### src/rtl/cabac_bit_writer.sv
`default_nettype none
// ============================================================================
// cabac_bit_writer : CABAC encoder low/bitsLeft register, byte output with
//                    carry propagation through 0xFF runs, end-of-slice flush.
// Revision 1.0
// ============================================================================
module cabac_bit_writer #(
  parameter int LOW_W          = 32,
  parameter int BITS_LEFT_INIT = 23,
  parameter int CNT_W          = 16
) (
  input  logic             clk,
  input  logic             rst_n,
  input  logic             in_valid,
  output logic             in_ready,
  input  logic [3:0]       in_shift,
  input  logic [LOW_W-1:0] in_add,
  input  logic             in_flush,
  output logic             out_valid,
  input  logic             out_ready,
  output logic [7:0]       out_data,
  output logic [3:0]       out_nbits,
  output logic             out_last,
  output logic             cnt_ovf
);

  localparam int              BL_W      = 6;
  localparam logic [BL_W-1:0] C_LOW_W   = BL_W'(LOW_W);
  localparam logic [BL_W-1:0] C_BL_INIT = BL_W'(BITS_LEFT_INIT);
  localparam logic [CNT_W-1:0] C_CNT_MAX = '1;

  typedef enum logic [2:0] {
    IDLE       = 3'd0,
    EMIT_BUF   = 3'd1,
    EMIT_RUN   = 3'd2,
    FLUSH_BUF  = 3'd3,
    FLUSH_RUN  = 3'd4,
    FLUSH_TAIL = 3'd5
  } state_t;

  state_t           state;
  logic [LOW_W-1:0] low;
  logic [BL_W-1:0]  bits_left;
  logic [CNT_W-1:0] count;
  logic [7:0]       buffered;
  logic [7:0]       pend;
  logic [7:0]       run_byte;
  logic [LOW_W-1:0] tail_sr;
  logic [BL_W-1:0]  tail_rem;

  logic [LOW_W-1:0] low_sh;
  logic [LOW_W-1:0] low_mask;
  logic [LOW_W-1:0] low_fl;
  logic [LOW_W-1:0] tail_init;
  logic [BL_W-1:0]  bl_new;
  logic [BL_W-1:0]  fl_sh;
  logic [BL_W-1:0]  tail_n;
  logic [8:0]       lead;
  logic             fc;

  assign in_ready = (state == IDLE);

  function automatic logic [3:0] nbits_of(input logic [BL_W-1:0] r);
    return (r >= 6'd8) ? 4'd8 : r[3:0];
  endfunction

  function automatic logic [BL_W-1:0] rem_after(input logic [BL_W-1:0] r);
    return (r > 6'd8) ? (r - 6'd8) : '0;
  endfunction

  always_comb begin
    low_sh    = (low << in_shift) + in_add;
    bl_new    = bits_left - BL_W'(in_shift);
    lead      = 9'(low_sh >> (6'd24 - bl_new));
    low_mask  = {LOW_W{1'b1}} >> (bl_new + 6'd8);
    fl_sh     = C_LOW_W - bits_left;
    fc        = (low >> fl_sh) != '0;
    low_fl    = fc ? (low - (LOW_W'(1) << fl_sh)) : low;
    tail_n    = 6'd24 - bits_left;
    // Tail bits left-aligned so each beat is simply the top byte.
    tail_init = (low_fl >> 8) << (C_LOW_W - tail_n);
  end

  always_ff @(posedge clk or negedge rst_n) begin
    if (!rst_n) begin
      state     <= IDLE;
      low       <= '0;
      bits_left <= C_BL_INIT;
      count     <= '0;
      buffered  <= '0;
      pend      <= '0;
      run_byte  <= '0;
      tail_sr   <= '0;
      tail_rem  <= '0;
      out_valid <= 1'b0;
      out_data  <= '0;
      out_nbits <= '0;
      out_last  <= 1'b0;
      cnt_ovf   <= 1'b0;
    end else begin
      case (state)
        IDLE: begin
          if (in_valid) begin
            if (in_flush) begin
              run_byte <= fc ? 8'h00 : 8'hFF;
              tail_sr  <= tail_init;
              tail_rem <= tail_n;
              if (fc || count != '0) begin
                out_valid <= 1'b1;
                out_data  <= buffered + {7'd0, fc};
                out_nbits <= 4'd8;
                out_last  <= (count <= CNT_W'(1)) && (tail_n == '0);
                state     <= FLUSH_BUF;
              end else begin
                // Also covers the empty flush: nbits 0, last 1.
                out_valid <= 1'b1;
                out_data  <= tail_init[LOW_W-1 -: 8];
                out_nbits <= nbits_of(tail_n);
                out_last  <= (tail_n <= 6'd8);
                tail_sr   <= tail_init << 8;
                tail_rem  <= rem_after(tail_n);
                state     <= FLUSH_TAIL;
              end
            end else if (bl_new >= 6'd12) begin
              low       <= low_sh;
              bits_left <= bl_new;
            end else begin
              low       <= low_sh & low_mask;
              bits_left <= bl_new + 6'd8;
              if (lead == 9'h0FF) begin
                if (count == C_CNT_MAX) cnt_ovf <= 1'b1;
                else                    count   <= count + CNT_W'(1);
              end else if (count == '0) begin
                buffered <= lead[7:0];
                count    <= CNT_W'(1);
              end else begin
                pend      <= lead[7:0];
                run_byte  <= lead[8] ? 8'h00 : 8'hFF;
                out_valid <= 1'b1;
                out_data  <= buffered + {7'd0, lead[8]};
                out_nbits <= 4'd8;
                out_last  <= 1'b0;
                state     <= EMIT_BUF;
              end
            end
          end
        end

        // count doubles as the number of run beats still owed (incl. current).
        EMIT_BUF, EMIT_RUN: begin
          if (out_ready) begin
            if (count > CNT_W'(1)) begin
              count    <= count - CNT_W'(1);
              out_data <= run_byte;
              state    <= EMIT_RUN;
            end else begin
              buffered  <= pend;
              count     <= CNT_W'(1);
              out_valid <= 1'b0;
              state     <= IDLE;
            end
          end
        end

        FLUSH_BUF, FLUSH_RUN: begin
          if (out_ready) begin
            if (count > CNT_W'(1)) begin
              count    <= count - CNT_W'(1);
              out_data <= run_byte;
              out_last <= (count == CNT_W'(2)) && (tail_rem == '0);
              state    <= FLUSH_RUN;
            end else if (tail_rem != '0) begin
              out_data  <= tail_sr[LOW_W-1 -: 8];
              out_nbits <= nbits_of(tail_rem);
              out_last  <= (tail_rem <= 6'd8);
              tail_sr   <= tail_sr << 8;
              tail_rem  <= rem_after(tail_rem);
              state     <= FLUSH_TAIL;
            end else begin
              low       <= '0;
              bits_left <= C_BL_INIT;
              count     <= '0;
              out_valid <= 1'b0;
              out_last  <= 1'b0;
              state     <= IDLE;
            end
          end
        end

        FLUSH_TAIL: begin
          if (out_ready) begin
            if (out_last) begin
              low       <= '0;
              bits_left <= C_BL_INIT;
              count     <= '0;
              out_valid <= 1'b0;
              out_last  <= 1'b0;
              state     <= IDLE;
            end else begin
              out_data  <= tail_sr[LOW_W-1 -: 8];
              out_nbits <= nbits_of(tail_rem);
              out_last  <= (tail_rem <= 6'd8);
              tail_sr   <= tail_sr << 8;
              tail_rem  <= rem_after(tail_rem);
            end
          end
        end

        default: state <= IDLE;
      endcase
    end
  end

endmodule
`default_nettype wire
### config.mk
export PLATFORM = sky130hd
export DESIGN_NAME = cabac_bit_writer
export DESIGN_NICKNAME = d
export VERILOG_FILES = /design/src/rtl/cabac_bit_writer.sv
export SDC_FILE = /design/constraint.sdc
export NUM_CORES = 1
export LEC_CHECK = 0
export BUFFER_PORTS_ARGS = -buffer_cell sky130_fd_sc_hd__buf_2
export CAP_MARGIN = 20
export CORE_AREA = 3 3 247 309
export CTS_CLUSTER_DIAMETER = 40
export CTS_CLUSTER_SIZE = 20
export DETAILED_ROUTE_END_ITERATION = 8
export DIE_AREA = 0 0 250 312
export RECOVER_POWER = 100
export SKIP_CTS_REPAIR_TIMING = 1
export SYNTH_ARGS = -nofsm -noshare
export SYNTH_HDL_FRONTEND = slang
export SYNTH_SLANG_ARGS = --single-unit
### constraint.sdc
create_clock -name clk -period 19.8 [get_ports clk]
set_clock_uncertainty 0.05 [all_clocks]
set_input_delay 0.99 -clock clk [delete_from_list [all_inputs] [get_ports clk]]
set_output_delay 0.99 -clock clk [all_outputs]
set_load 0.01 [all_outputs]
### Yosys cells after proc, flatten, opt, wreduce, memory -nomap -nowiden

Cells that the tools add are included.

| storage, ports and cells | value |
|---|---|
| input port bits | 41 |
| latch bits | 0 |
| logic and storage cells | 243 |
| memories kept | 0 |
| output and inout bits | 16 |
| memory bits (read-only) | 0 |
| memory bits (writable) | 0 |
| bits in registers | 134 |

| cells by class | value |
|---|---|
| add/subtract/negate cells | 14 |
| multiplexer cells | 134 |
| bitwise logic cells | 5 |
| $mul | 0 |
| reduce and logical (&&, ||, !) cells | 27 |
| equal/unequal tests | 34 |
| div/mod/pow operators | 0 |
| $lt $le $gt $ge | 9 |
| shift-type cells | 6 |

Operator list:

| kind | count |
|---|---|
| 32-bit 2-to-1 mux | 17 |
| 16-bit 2-to-1 mux | 13 |
| 8-bit 2-to-1 mux | 26 |
| 32-bit one-hot mux with 3 select lines | 2 |
| 6-bit 2-to-1 mux | 18 |
| 16-bit one-hot mux with 4 select lines | 1 |
| 4-bit 2-to-1 mux | 13 |
| 3-bit 2-to-1 mux | 12 |
| 6-bit one-hot mux with 3 select lines | 2 |
| 2-bit != test (second input constant) | 17 |
| 32-bit adder | 1 |
| 32-bit AND | 1 |
| 8-bit one-hot mux with 4 select lines | 1 |
| 8-bit AND reduction | 4 |
| 32-bit nonzero test | 1 |
| 1-bit by 6-bit << shifter with 32-bit output (first input constant) | 1 |
| 24-bit by 6-bit << shifter with 32-bit output | 1 |
| 32-bit by 4-bit << shifter with 32-bit output | 1 |
| 32-bit by 6-bit right shift with 32-bit output | 1 |
| 32-bit by 6-bit right shift with 32-bit output (first input constant) | 1 |
| 32-bit by 6-bit right shift with 9-bit output | 1 |
| 32-bit subtractor | 1 |
| 1-bit 2-to-1 mux | 23 |
| 11-bit AND reduction | 2 |
| other kinds (45) | 68 |

### Logic depth before layout (Yosys ltp)

| logic depth | value |
|---|---|
| depth in word-level cells | 10 |
| mapped depth | 31 |

### Worst setup path before layout

Ideal clock, no wire load.

| timing | value |
|---|---|
| path kind | input port to flip-flop |
| start point | in in_shift[1] |
| end point | reg out_data[7] |
| stages | 26 |
| arrival | 6.830 ns |
| path slack | 12.793 ns |
| path through | clkbuf_1 clkbuf_1 clkbuf_1 mux4_2 mux2i_1 o22ai_1 ha_1 buf_2 a21oi_1 o221ai_1 a311oi_1 nand2_1 a21oi_1 mux2_2 or4_4 a31oi_1 o211a_1 ha_1 nand3_1 nor2_1 xnor2_1 o21ai_0 nor2_1 o2111ai_1 and3_1 mux2_1 |

| between the ends | value |
|---|---|
| cells in the longest elaborated chain, start to end | 10 |
| elaborated cells between the ends (all ways) | 17 |
| classes of those cells | 4 x add/sub; 1 x order compare; 3 x eq/ne; 2 x shift; 6 x mux; 1 x reduce/logical |

RTL lines:

| item | line | source |
|---|---|---|
| from (decl) | 16 | `input logic [3:0] in_shift,` |
| 32-bit by 4-bit << shifter with 32-bit output / 6-bit by 4-bit subtractor with 6-bit output (equally long branches) | 72, 73 |  |
| 32-bit adder / 5-bit by 6-bit subtractor with 6-bit output (equally long branches) | 72, 74 |  |
| 32-bit by 6-bit right shift with 9-bit output | 74 | `lead = 9'(low_sh >> (6'd24 - bl_new));` |
| 8-bit by 1-bit adder with 8-bit output | 140 | `out_data <= buffered + {7'd0, lead[8]};` |
| 8-bit 2-to-1 mux | 133 | `end else if (count == '0) begin` |
| 8-bit 2-to-1 mux | 130 | `if (lead == 9'h0FF) begin` |
| 8-bit 2-to-1 mux | 124 | `end else if (bl_new >= 6'd12) begin` |
| 8-bit 2-to-1 mux | 104 | `if (in_flush) begin` |
| 8-bit 2-to-1 mux | 103 | `if (in_valid) begin` |
| 8-bit one-hot mux with 4 select lines | 101 | `case (state)` |
| to (signal assigned) | 110 | `out_data <= buffered + {7'd0, fc};` |
| to (signal assigned) | 117 | `out_data <= tail_init[LOW_W-1 -: 8];` |
| to (signal assigned) | 140 |  |
| to (decl) | 21 | `output logic [7:0] out_data,` |

Several ways; a longest one is shown, not always the timed one. The select of a mux whose other input is x is not followed.
A chain may end at the register's enable or synchronous reset.

### Worst setup path after layout

| timing | value |
|---|---|
| start point | reg bits_left[0] |
| end point | reg out_data[1] |

| between the ends | value |
|---|---|
| cells in the longest elaborated chain, start to end | 10 |
| elaborated cells between the ends (all ways) | 27 |
| classes of those cells | 8 x add/sub; 1 x order compare; 3 x eq/ne; 4 x shift; 8 x mux; 3 x reduce/logical |

RTL lines:

| item | line | source |
|---|---|---|
| from (decl) | 43 | `logic [BL_W-1:0] bits_left;` |
| from (signal assigned) | 126 | `bits_left <= bl_new;` |
| from (signal assigned) | 129 | `bits_left <= bl_new + 6'd8;` |
| 6-bit by 4-bit subtractor with 6-bit output | 73 | `bl_new = bits_left - BL_W'(in_shift);` |
| 5-bit by 6-bit subtractor with 6-bit output | 74 |  |
| 32-bit by 6-bit right shift with 9-bit output | 74 |  |
| 8-bit by 1-bit adder with 8-bit output | 140 |  |
| 8-bit 2-to-1 mux | 133 |  |
| 8-bit 2-to-1 mux | 130 |  |
| 8-bit 2-to-1 mux | 124 |  |
| 8-bit 2-to-1 mux | 104 |  |
| 8-bit 2-to-1 mux | 103 |  |
| 8-bit one-hot mux with 4 select lines | 101 |  |

Several ways; a longest one is shown, not always the timed one. The select of a mux whose other input is x is not followed.

==> metrics.md <==
| Metric | Value |
|---|---|
| Netlist area before placement | `18,300 um2` |
| TritonCTS Sinks | `127` |
| Final min period | `13.07 ns` |
| Final cycle utilization of the critical path | `0.660` |
| CTS tree | `built` |
| Final setup margin | `6.73 ns` |
| Number of nets in the layout | `~2,500` |
| Violations in the final reports | `capacitance limit, slew limit` |
| Overall track demand over capacity in global routing | `0.175` |
| Worst reg2reg setup slack | `6.73 ns` |
| Syn nets | `between 2,000 and 3,000` |
| Reg-to-reg critical path startpoint | `bits_left[0]` |
| Destination of the worst register-to-register timing path | `out_data[1]` |
| Placed wire-length estimate after detailed placement | `53.9 mm` |
| Slew Limit Fails | `368` |
| Die width | `roughly 250 um` |
| Outcome | `complete, but fails checks` |
| Sequential cell area fraction in the yosys report | `0.174` |
| Clock Root Buffer | `sky130_fd_sc_hd__clkbuf_16` |
| Cell variety after synth | `112` |
| Number of max-cap violations | `8` |
| RePlAce Congestion | `0.981` |
| Most used flip-flop cell after synthesis | `sky130_fd_sc_hd__dfrtp_1` |
| Boundary Pins | `57` |
| Endpoint of the most critical setup path | `out_data[1]` |
| Worst R2R Path Depth | `18` |
| Worst slew margin relative to its limit | `-1.44` |
| Fin. Hold Viols | `0` |
| Via count | `19,900` |
| Leading cell type by number of instances after synthesis | `sky130_fd_sc_hd__nand2_1` |
| Post-placement cell area | `around 19,000 um2` |
| Share of the synthesized area in the top cell type | `0.168` |
| Share of flip-flops with an asynchronous set or reset after synthesis | `1.00` |
| Core area | `73,500 um2` |
| Drt pass-1 iters | `6` |
| Class of the most critical hold timing path | `reg2reg` |
| Number of nets with antenna violations after routing | `0` |
| First-pass GRT wire length | `~110 mm` |
| Unrepaired setup endpoints after global routing | `no` |
| Highest net fanout along the worst path | `61` |
| CTS buffer count | `17` |
| Transition time at the pin with the least slew margin | `3.66 ns` |
| Worst hold margin | `0.433 ns` |
| CTS max path bufs | `2` |
| Global route overflow | `0` |
| Htree depth | `4` |
| Number of flops mapped to enable cells by yosys | `0` |
| Kind of capture point of the worst setup path | `flip-flop` |
| Clock transition at path regs | `0.06 ns` |
| Critical Path AT | `13.31 ns` |
| Routed WL | `about 71 mm` |
| Number of antenna violations at the first check in global routing | `2` |
| Area delta synth->final | `8.23%` |
| Summed area of non-filler cells in the final layout | `19,800 um2` |
| Count of endpoints failing setup in the final report | `0` |
| Maximum number of pins on one net before global-route repair | `68` |
| Vias per cell | `between 5 and 6` |
| Worst setup startpoint | `bits_left[0]` |
| Post-synthesis sequential element count | `127` |
| Port Buffers | `56` |
| Proportion of layout cells with a drive suffix above 1 | `0.0975` |
| Post-synthesis area per instance | `7.51 um2` |
| Initial Utilization | `0.249` |
| Number of core rows | `111` |
| Setup TNS after final layout | `0 ns` |
| Type of element launching the critical path | `flip-flop` |
| Synthesis warning total | `0` |
| Max Clk Rate | `76.5 MHz` |
| Cell type contributing the most total cell area after synthesis | `sky130_fd_sc_hd__dfrtp_1` |
| Cells after Synth | `about 2,400` |
| Top cells by instance count after synthesis | `286 x sky130_fd_sc_hd__nand2_1, 204 x sky130_fd_sc_hd__nor2_1, 191 x sky130_fd_sc_hd__a21oi_1` |
| Leading cell types by total area after synthesis | `sky130_fd_sc_hd__dfrtp_1 17%, sky130_fd_sc_hd__ha_1 6.3%, sky130_fd_sc_hd__nand2_1 5.9%` |
| Die ar. | `78,000 um2` |
| Detailed Route Iter0 Violations | `2,022` |
| Vias in the first global route | `18,800` |
| Pre-CTS WS | `11.70 ns` |
| Critical path class | `reg2reg` |
| Antenna Cells | `0` |
| # DRC | `0` |
| Vertical extent of the die | `312 um` |
| CP Data Required Time | `20.04 ns` |
| Avg WL per Cell | `21.2 um` |
| Clock latency at the later pin of the worst-skew pair | `0.44 ns` |
placed cells by master, fill, tap and decap left out, types with 27 or more instances in the layout:
cell / synthesis / routed
sky130_fd_sc_hd__or3_1: 27 / 27
sky130_fd_sc_hd__o211ai_1: 44 / 45
sky130_fd_sc_hd__inv_1: 69 / 70
sky130_fd_sc_hd__dfrtp_1: 123 / 123
sky130_fd_sc_hd__ha_1: 93 / 93
sky130_fd_sc_hd__a31oi_1: 41 / 41
sky130_fd_sc_hd__nor3_1: 58 / 59
sky130_fd_sc_hd__a21o_1: 41 / 41
sky130_fd_sc_hd__mux2i_1: 70 / 70
sky130_fd_sc_hd__a21oi_1: 191 / 192
sky130_fd_sc_hd__nand3_1: 85 / 85
sky130_fd_sc_hd__a211oi_1: 42 / 43
sky130_fd_sc_hd__nand2_1: 286 / 286
sky130_fd_sc_hd__o21ai_0: 162 / 173
sky130_fd_sc_hd__mux2_2: 38 / 36
sky130_fd_sc_hd__and3_1: 40 / 40
sky130_fd_sc_hd__mux4_2: 38 / 38
sky130_fd_sc_hd__nor2_1: 204 / 203
sky130_fd_sc_hd__buf_2: 21 / 38
sky130_fd_sc_hd__xnor2_1: 42 / 40
sky130_fd_sc_hd__nand4_1: 34 / 35
registers in the layout (all words and copies together), names as in the netlist, 6 cells and up:
name	count
buffered	8
count	16
tail_sr	32
bits_left	6
low	32
pend	8
out_data	8
tail_rem	6
worst min path at each step:
stage | from | endpoint | depth (start not counted)
detailed placement | tail_sr[4] | tail_sr[4] | 2
CTS | tail_sr[4] | tail_sr[4] | 2
global placement | tail_sr[4] | tail_sr[4] | 2
finish | tail_sr[15] | tail_sr[15] | 2
global route | pend[7] | pend[7] | 1
floorplan | tail_sr[0] | tail_sr[0] | 2
routing by layer:
layer	global-route usage	vias to the layer above	share of wire
met5	0	-	0
met4	0.0824	0	0.052
met3	0.0179	188	0.058
met2	0.300	891	0.48
met1	0.219	9575	0.41
li1	-	9208	-
area by class of cell:
class	instances	area (um2)
clock buffer	17	425
inverter	80	300
fill	8017	53600
sequential	127	3180
clock inverter	15	169
timing repair buffer	85	457
tap	960	1200
multi-input combinational	2065	14100
metrics by stage:
stage	cells	utilization
after global routing	3349	0.270
final	3349	0.270
after floorplan	2439	-
after detailed placement	3317	0.264
after global placement	3317	0.264
after CTS	3349	0.272
critical path, stage by stage (launching register included):
cell and delay (ns):
sky130_fd_sc_hd__dfstp_2 0.51, sky130_fd_sc_hd__clkbuf_1 2.24, sky130_fd_sc_hd__inv_2 1.04, sky130_fd_sc_hd__ha_1 1.16, sky130_fd_sc_hd__inv_1 0.26, sky130_fd_sc_hd__a211o_1 0.36
sky130_fd_sc_hd__a211o_1 0.26, sky130_fd_sc_hd__a311oi_1 0.25, sky130_fd_sc_hd__a21oi_1 0.25, sky130_fd_sc_hd__o21ai_0 2.22, sky130_fd_sc_hd__inv_1 1.53, sky130_fd_sc_hd__mux2i_1 0.65
sky130_fd_sc_hd__a21oi_1 0.13, sky130_fd_sc_hd__a22o_1 0.40, sky130_fd_sc_hd__o211a_1 0.24, sky130_fd_sc_hd__a2111oi_0 0.45, sky130_fd_sc_hd__nor2_1 0.19, sky130_fd_sc_hd__o41ai_1 0.53
sky130_fd_sc_hd__mux2i_1 0.14
cell families after synthesis:
group           synth area share
compound gates             0.333
xor+xnor                  0.0333
fa+ha+maj                 0.0657
buf+inv                   0.0535
flops                      0.174
mux                        0.113
simple gates               0.228
Power is left out: the tool's default activity adds up to more than one toggle a clock period on the data nets, which glitch-free logic cannot reach.
